**config.mk**
```make
export PLATFORM = sky130hd
export DESIGN_NAME = fifo_dp_push_arbiter_flat
export DESIGN_NICKNAME = d
export VERILOG_FILES = /design/src/rtl/dp_arb_pkg.sv /design/src/rtl/fifo_dp_push_arbiter_if.sv /design/src/rtl/fifo_dp_push_arbiter_rr_pick_two.sv /design/src/rtl/fifo_dp_push_arbiter.sv /design/src/flat_wrapper.sv
export SDC_FILE = /design/constraint.sdc
export NUM_CORES = 1
export LEC_CHECK = 0
export ABC_AREA = 0
export BUFFER_PORTS_ARGS = -buffer_cell sky130_fd_sc_hd__buf_2
export CAP_MARGIN = 20
export CORE_MARGIN = 5
export CORE_UTILIZATION = 41
export DETAILED_ROUTE_END_ITERATION = 8
export HOLD_SLACK_MARGIN = 0.15
export MAX_ROUTING_LAYER = met4
export PLACE_DENSITY_LB_ADDON = 0.08
export SLEW_MARGIN = 20
export SYNTH_ARGS = -nofsm -noshare
export SYNTH_HDL_FRONTEND = slang
export SYNTH_SLANG_ARGS = --single-unit
```
**constraint.sdc**
```tcl
create_clock -name clk -period 3.87 [get_ports clk]
set_input_delay 0.774 -clock clk [delete_from_list [all_inputs] [get_ports clk]]
set_output_delay 0.774 -clock clk [all_outputs]
set_load 0.03 [all_outputs]
```
**src/rtl/dp_arb_pkg.sv**
```systemverilog
// Shared types and sizing helpers for the dual-port FIFO push arbiter.
package dp_arb_pkg;

  typedef enum logic [0:0] {
    RUN,
    HOLD
  } arb_state_t;

  localparam int unsigned HOLD_CNT_W = 4;

  // Pointer width, never below one bit.
  function automatic int unsigned ptr_w(input int unsigned n);
    return (n > 1) ? $clog2(n) : 1;
  endfunction

endpackage

```
**src/rtl/fifo_dp_push_arbiter_if.sv**
```systemverilog
// Requester/FIFO side signals of the dual-port push arbiter.
interface fifo_dp_push_arbiter_if #(
  parameter int unsigned NREQ = 4,
  parameter int unsigned DW   = 16
);
  logic                     valid_flush;
  logic [NREQ-1:0]          req_valid;
  logic [NREQ-1:0][DW-1:0]  req_data;
  logic [NREQ-1:0]          req_ready;
  logic                     ready_1;
  logic                     ready_2;
  logic                     push_1;
  logic [DW-1:0]            push_data_1;
  logic                     push_2;
  logic [DW-1:0]            push_data_2;
  logic                     hold;

  // Arbiter side.
  modport master (
    input  valid_flush, req_valid, req_data, ready_1, ready_2,
    output req_ready, push_1, push_data_1, push_2, push_data_2, hold
  );

  // Requesters plus FIFO side.
  modport slave (
    output valid_flush, req_valid, req_data, ready_1, ready_2,
    input  req_ready, push_1, push_data_1, push_2, push_data_2, hold
  );
endinterface

```
**src/rtl/fifo_dp_push_arbiter_rr_pick_two.sv**
```systemverilog
// Finds the first two set request bits scanning upward from a start index, with wrap-around.
module rr_pick_two #(
  parameter int unsigned NREQ  = 4,
  parameter int unsigned PTR_W = 2
) (
  input  logic [NREQ-1:0]  i_req,
  input  logic [PTR_W-1:0] i_start,
  output logic [NREQ-1:0]  o_first_oh,
  output logic [NREQ-1:0]  o_second_oh,
  output logic             o_first_found,
  output logic             o_second_found
);

  logic [NREQ-1:0]  w_rot;
  logic [NREQ-1:0]  w_rot_first;
  logic [NREQ-1:0]  w_rot_second;
  logic [PTR_W-1:0] w_rot_idx;
  logic [PTR_W-1:0] w_unrot_idx;

  // Rotated bit k is original requester (k + start) mod NREQ.
  always_comb begin
    w_rot     = '0;
    w_rot_idx = '0;
    for (int k = 0; k < NREQ; k++) begin
      w_rot_idx = PTR_W'((k + int'(i_start)) % NREQ);
      w_rot[k]  = i_req[w_rot_idx];
    end
  end

  always_comb begin
    w_rot_first    = '0;
    w_rot_second   = '0;
    o_first_found  = 1'b0;
    o_second_found = 1'b0;
    for (int k = 0; k < NREQ; k++) begin
      if (w_rot[k]) begin
        if (!o_first_found) begin
          w_rot_first[k] = 1'b1;
          o_first_found  = 1'b1;
        end else if (!o_second_found) begin
          w_rot_second[k] = 1'b1;
          o_second_found  = 1'b1;
        end
      end
    end
  end

  always_comb begin
    o_first_oh  = '0;
    o_second_oh = '0;
    w_unrot_idx = '0;
    for (int k = 0; k < NREQ; k++) begin
      w_unrot_idx              = PTR_W'((k + int'(i_start)) % NREQ);
      o_first_oh[w_unrot_idx]  = w_rot_first[k];
      o_second_oh[w_unrot_idx] = w_rot_second[k];
    end
  end

endmodule

```
**src/rtl/fifo_dp_push_arbiter.sv**
```systemverilog
// Round-robin arbiter sharing the two push ports of a dual-ported FIFO among NREQ requesters.
// Optional starvation boost is enabled by defining STARVE_BOOST_EN.
module fifo_dp_push_arbiter
  import dp_arb_pkg::*;
#(
  parameter int unsigned NREQ       = 4,
  parameter int unsigned DW         = 16,
  parameter int unsigned FLUSH_HOLD = 2,
  parameter int unsigned STARVE_LIM = 8
) (
  input logic                    clk,
  input logic                    rst,
  fifo_dp_push_arbiter_if.master bus
);

  localparam int unsigned PTR_W = ptr_w(NREQ);

  if (NREQ < 2 || FLUSH_HOLD > 15 || STARVE_LIM < 1) begin : g_param_check
    $error("fifo_dp_push_arbiter: parameter out of range");
  end

  arb_state_t            r_state, w_state_nxt;
  logic [HOLD_CNT_W-1:0] r_hold_cnt, w_hold_cnt_nxt;
  logic [PTR_W-1:0]      r_rr_ptr, w_rr_ptr_nxt, w_last_idx;

  logic            w_grant_en, w_push_1, w_push_2;
  logic [NREQ-1:0] w_pick_req, w_first_oh, w_second_oh, w_slot1_oh, w_slot2_oh;
  logic [NREQ-1:0] w_grant_1, w_grant_2, w_last_oh;
  logic            w_first_found, w_second_found, w_found_1, w_found_2;
  logic [NREQ-1:0] w_starve_oh;
  logic            w_starve;

  assign w_grant_en = !rst && (r_state == RUN) && !bus.valid_flush && bus.ready_1;

`ifdef STARVE_BOOST_EN
  localparam int unsigned WAIT_W = $clog2(STARVE_LIM + 1);
  logic [NREQ-1:0][WAIT_W-1:0] r_wait;

  // Lowest-index valid requester whose wait counter has saturated.
  always_comb begin
    w_starve_oh = '0;
    w_starve    = 1'b0;
    for (int i = 0; i < NREQ; i++) begin
      if (!w_starve && bus.req_valid[i] && (r_wait[i] == WAIT_W'(STARVE_LIM))) begin
        w_starve_oh[i] = 1'b1;
        w_starve       = 1'b1;
      end
    end
  end

  always_ff @(posedge clk or posedge rst) begin
    if (rst) begin
      r_wait <= '0;
    end else begin
      for (int i = 0; i < NREQ; i++) begin
        if (!bus.req_valid[i] || bus.req_ready[i]) begin
          r_wait[i] <= '0;
        end else if ((r_state == RUN) && (r_wait[i] != WAIT_W'(STARVE_LIM))) begin
          r_wait[i] <= r_wait[i] + WAIT_W'(1);
        end
      end
    end
  end
`else
  assign w_starve_oh = '0;
  assign w_starve    = 1'b0;
`endif

  // A boosted requester owns slot 1; the picker then supplies slot 2 from rr order.
  assign w_pick_req = bus.req_valid & ~w_starve_oh;

  rr_pick_two #(
    .NREQ  (NREQ),
    .PTR_W (PTR_W)
  ) u_pick (
    .i_req          (w_pick_req),
    .i_start        (r_rr_ptr),
    .o_first_oh     (w_first_oh),
    .o_second_oh    (w_second_oh),
    .o_first_found  (w_first_found),
    .o_second_found (w_second_found)
  );

  assign w_slot1_oh = w_starve ? w_starve_oh : w_first_oh;
  assign w_found_1  = w_starve | w_first_found;
  assign w_slot2_oh = w_starve ? w_first_oh : w_second_oh;
  assign w_found_2  = w_starve ? w_first_found : w_second_found;

  assign w_push_1  = w_grant_en && w_found_1;
  assign w_push_2  = w_push_1 && bus.ready_2 && w_found_2;
  assign w_grant_1 = w_push_1 ? w_slot1_oh : '0;
  assign w_grant_2 = w_push_2 ? w_slot2_oh : '0;
  assign w_last_oh = w_push_2 ? w_grant_2 : w_grant_1;

  assign bus.req_ready = w_grant_1 | w_grant_2;
  assign bus.push_1    = w_push_1;
  assign bus.push_2    = w_push_2;
  assign bus.hold      = (r_state == HOLD);

  always_comb begin
    bus.push_data_1 = '0;
    bus.push_data_2 = '0;
    w_last_idx      = '0;
    for (int i = 0; i < NREQ; i++) begin
      bus.push_data_1 = bus.push_data_1 | (bus.req_data[i] & {DW{w_grant_1[i]}});
      bus.push_data_2 = bus.push_data_2 | (bus.req_data[i] & {DW{w_grant_2[i]}});
      if (w_last_oh[i]) w_last_idx = PTR_W'(i);
    end
  end

  always_comb begin
    w_rr_ptr_nxt = r_rr_ptr;
    if (w_push_1) begin
      w_rr_ptr_nxt = (w_last_idx == PTR_W'(NREQ - 1)) ? '0 : w_last_idx + PTR_W'(1);
    end
  end

  always_comb begin
    w_state_nxt    = r_state;
    w_hold_cnt_nxt = r_hold_cnt;
    if (bus.valid_flush) begin
      w_hold_cnt_nxt = HOLD_CNT_W'(FLUSH_HOLD);
      w_state_nxt    = (FLUSH_HOLD == 0) ? RUN : HOLD;
    end else if (r_state == HOLD) begin
      w_hold_cnt_nxt = r_hold_cnt - HOLD_CNT_W'(1);
      if (w_hold_cnt_nxt == '0) w_state_nxt = RUN;
    end
  end

  always_ff @(posedge clk or posedge rst) begin
    if (rst) begin
      r_state    <= RUN;
      r_hold_cnt <= '0;
      r_rr_ptr   <= '0;
    end else begin
      r_state    <= w_state_nxt;
      r_hold_cnt <= w_hold_cnt_nxt;
      r_rr_ptr   <= w_rr_ptr_nxt;
    end
  end

endmodule

```
**src/flat_wrapper.sv**
```systemverilog
// flat-port wrapper written by rule: the top's interface ports become plain ports
module fifo_dp_push_arbiter_flat import dp_arb_pkg::*;
#(
  parameter int unsigned NREQ       = 4,
  parameter int unsigned DW         = 16,
  parameter int unsigned FLUSH_HOLD = 2,
  parameter int unsigned STARVE_LIM = 8
)
  (clk, rst, bus_valid_flush, bus_req_valid, bus_req_data, bus_ready_1, bus_ready_2, bus_req_ready, bus_push_1, bus_push_data_1, bus_push_2, bus_push_data_2, bus_hold);
  fifo_dp_push_arbiter_if #(.NREQ(NREQ), .DW(DW)) bus_i ();
  input logic clk;
  input logic rst;
  input wire logic [$bits(bus_i.valid_flush)-1:0] bus_valid_flush;
  input wire logic [$bits(bus_i.req_valid)-1:0] bus_req_valid;
  input wire logic [$bits(bus_i.req_data)-1:0] bus_req_data;
  input wire logic [$bits(bus_i.ready_1)-1:0] bus_ready_1;
  input wire logic [$bits(bus_i.ready_2)-1:0] bus_ready_2;
  output wire logic [$bits(bus_i.req_ready)-1:0] bus_req_ready;
  output wire logic [$bits(bus_i.push_1)-1:0] bus_push_1;
  output wire logic [$bits(bus_i.push_data_1)-1:0] bus_push_data_1;
  output wire logic [$bits(bus_i.push_2)-1:0] bus_push_2;
  output wire logic [$bits(bus_i.push_data_2)-1:0] bus_push_data_2;
  output wire logic [$bits(bus_i.hold)-1:0] bus_hold;
  assign bus_i.valid_flush = bus_valid_flush;
  assign bus_i.req_valid = bus_req_valid;
  assign bus_i.req_data = bus_req_data;
  assign bus_i.ready_1 = bus_ready_1;
  assign bus_i.ready_2 = bus_ready_2;
  assign bus_req_ready = bus_i.req_ready;
  assign bus_push_1 = bus_i.push_1;
  assign bus_push_data_1 = bus_i.push_data_1;
  assign bus_push_2 = bus_i.push_2;
  assign bus_push_data_2 = bus_i.push_data_2;
  assign bus_hold = bus_i.hold;
  fifo_dp_push_arbiter #(.NREQ(NREQ), .DW(DW), .FLUSH_HOLD(FLUSH_HOLD), .STARVE_LIM(STARVE_LIM)) u_core (.clk(clk), .rst(rst), .bus(bus_i));
endmodule
```
==> key figures <==
Cells and area
  • Final Cell Area: 2840 um^2
  • Area Overhead vs Synth: 46.9%
  • Number of diodes: 0
  • Share of cells above drive strength 1: 44.8%
  • Fin cells: between 400 and 500
  • Fin nets: about 460

Synth
  • Sequential share of the synthesized area: 9.07%
  • Post-synth cell types: 46
  • Synth Cell Area: 1930 um^2
  • Syn. warnings: 0
  • Post-synth top cells: nand3_1, inv_1, nand4_1, a222oi_1, o2111ai_1
  • FF+latch count, synth: 7
  • Synth top area share: 9.07%
  • Post-synth EDFFs: 0
  • Mean post-synth cell area: 7.40 um^2
  • Synth area leader: dfrtp_1
  • Most frequent cell after synthesis: nand3_1
  • Syn Nets: 347
  • Prevailing post-synth register cell: dfrtp_1
  • Asr flop ratio synth: between 90% and 100%
  • Synth area leaders: dfrtp_1, nand3_1, a222oi_1
  • Synth Instances: 261

Clock tree
  • Hold buffer count at CTS: 0
  • Clk buf depth: 2
  • Worst-path clk slew: 0.04 ns
  • Htree depth: 1
  • Worst-Skew Late Latency: ~0.22 ns
  • CTS Root Cell: clkbuf_8
  • CTS Buf Count: 3
  • Num Clock Sinks: 7
  • CTS tree: built

Drt
  • Final ANT Viol Nets: 0
  • Drt pass-1 iters: 8
  • DRC Markers: 0
  • Via density: 6.07
  • Iteration-0 DRC Markers: around 200
  • Vias: 2618
  • Drt wl/cell: about 16 um
  • Post-Route WL: between 7000 and 8000 um

Global route
  • All-Layer GR Usage: 22.3%
  • Number of global-route vias before repair: ~2500
  • First-pass GRT wire length: 11400 um
  • Congestion Overflow GR: 0
  • Initial antenna violation count: 0
  • Largest net degree at the start of global routing: 56

Place
  • Hpwl dp: 5290 um
  • Dpl cell area: approximately 2700 um^2
  • GP Congestion: 0.932
  • Placed Cells: 426
  • Pre-CTS WS: 0.0209 ns
  • IO Port Bufs: 111

Timing
  • Endpoints failing setup: 0
  • Minimum clock period: about 3.8 ns
  • Clk_skew: 0.00315 ns
  • Max-slew violations: 0
  • Crit share post-route: ~97%
  • Final TNS setup: 0 ns
  • Final Hold Viols: 0
  • Fmax: 0.266 GHz
  • Worst-margin pin slew: 0.404 ns
  • Setup ws final: roughly 0.10 ns
  • Worst rel slew slack: around 73%

Die
  • Die span in y: 78.6 um
  • Die area: 6180 um^2
  • Initial Utilization: 41.4%
  • Rows: 25
  • IO Count: 112
  • Die Span X: 78.6 um
  • Core area: about 4700 um^2

Worst hold path
  • Hold WC Path Type: in2async

Power
  • Power per Cell Area: 314 nW/um^2
  • VDD IR-drop max: 0.344 mV
  • Net switching power: 439 uW
  • Clock power frac: 11.4%
  • Pint: 451 uW
  • Lkg Pwr: 1.36 nW
  • Part of the power in combinational logic: 75.1%
  • Final Power: 890 uW
  • Sequential fraction of design power: 13.5%
  • Sw Ratio: between 40% and 50%

Setup path
  • CP arrival: ~3.0 ns
  • Reg-to-reg slack, setup: 1.30 ns
  • Required time of the critical path: 3.10 ns
  • Setup CP Type: in2out
  • CP Capture Type: output pin
  • Startpoint types: input port
  • Critical Path Fanout Max: 17

Outcome
  • Status: complete, no violations

Run
  • Max-cap violations: 0
## power by group through the flow
stage	clock (mW)	combinational, mW	sequential (mW)
global placement	0	0.627	0.120
finish	0.101	0.669	0.120
detailed placement	0	0.630	0.120
global route	0.108	0.729	0.125
floorplan	0	0.411	0.115
CTS	0.104	0.634	0.120
## through the flow
step / hold slack, ns / util [%]
floorplan: 0.511 / -
global placement: 0.548 / 58.8
detailed placement: 0.561 / 58.8
CTS: 0.491 / 59.7
global route: 0.511 / 60.9
finish: 0.483 / 60.9
## per-layer routing
metal / part of all wire [%] / GRT usage (%) / vias to the layer above
met4: 1.6 / 4.55 / 0
li1: - / - / 1283
met1: 43 / 28.5 / 1217
met5: 0 / - / -
met3: 5.3 / 1.83 / 14
met2: 50 / 38.5 / 104
## flip-flops by register name, summed over array words and instances (netlist names)
name,count
u_core.bus.hold,1
u_core.r_hold_cnt,4
u_core.r_rr_ptr,2
## area by class of cell
| cell class | instances | area (um^2) |
|---|---|---|
| clock buffer | 4 | 45.0 |
| timing repair buffer | 135 | 855 |
| inverter | 29 | 109 |
| fill | 440 | 1820 |
| sequential | 7 | 176 |
| multi-input combinational | 202 | 1580 |
| tap | 54 | 67.6 |
## critical path, stage by stage
cell,delay [ns]
buf_2,0.12
mux4_2,0.48
inv_1,0.10
ha_1,0.18
inv_2,0.07
o31ai_4,0.29
buf_6,0.16
a31oi_2,0.04
buf_12,0.18
a222oi_1,0.23
o21ai_0,0.16
buf_2,0.20
## placed cells by master (no fill, tap or decap), drive strengths merged, types with 2 or more instances in the layout
cell,Yosys,routed
xor2,2,2
mux2i,4,4
dfrtp,7,7
nor3,3,3
nand2b,2,2
mux2,2,2
o2111ai,17,17
a21o,3,3
o21ai,25,25
a22oi,2,2
o211ai,2,2
nor4bb,3,3
nor4b,3,3
a32oi,2,2
nor2b,2,2
or3,2,2
nand4,18,18
a22o,2,2
mux4,3,3
a222oi,17,17
a31o,2,2
and3b,2,2
a21oi,4,4
inv,29,29
a31oi,4,4
nand2,11,11
nor2,6,6
buf,15,134
nand3b,2,2
nand3,35,35
ha,13,13
clkbuf,8,5
## cells by family (layout without fill, tap and decap cells)
logic type               count (synthesis)  count (layout)  synth area share (%)
AO/OA/AOI/OAI                           85              85                  34.9
XOR/XNOR                                 3               3                  1.36
adder cells (fa/ha/maj)                 13              13                  8.43
buffers and inverters                   52             168                  12.7
flip-flops                               7               7                  9.07
multiplexers                             9               9                  6.74
AND/OR/NAND/NOR                         92              92                  26.8
## worst paths after layout
kind | cells after the start | start | endpoint
max in group asynchronous | 2 | rst | u_core.r_rr_ptr[0]
min | 2 | rst | u_core.r_hold_cnt[0]
min in group clk | 2 | u_core.r_hold_cnt[3] | u_core.r_hold_cnt[3]
min reg2reg | 2 | u_core.r_hold_cnt[3] | u_core.r_hold_cnt[3]
max | 12 | bus_req_valid[3] | bus_push_data_1[3]
max reg2reg | 10 | u_core.r_rr_ptr[0] | u_core.r_rr_ptr[0]
## repair_timing
item / in CTS / in global routing
setup buffers: 0 / 1
endpoints found under the setup margin: 10 / 32
endpoints found under the hold margin: 0 / 0
cloned: 0 / 0
gates resized for setup: 1 / 20
No activity file was read; power rests on OpenSTA's default activity.
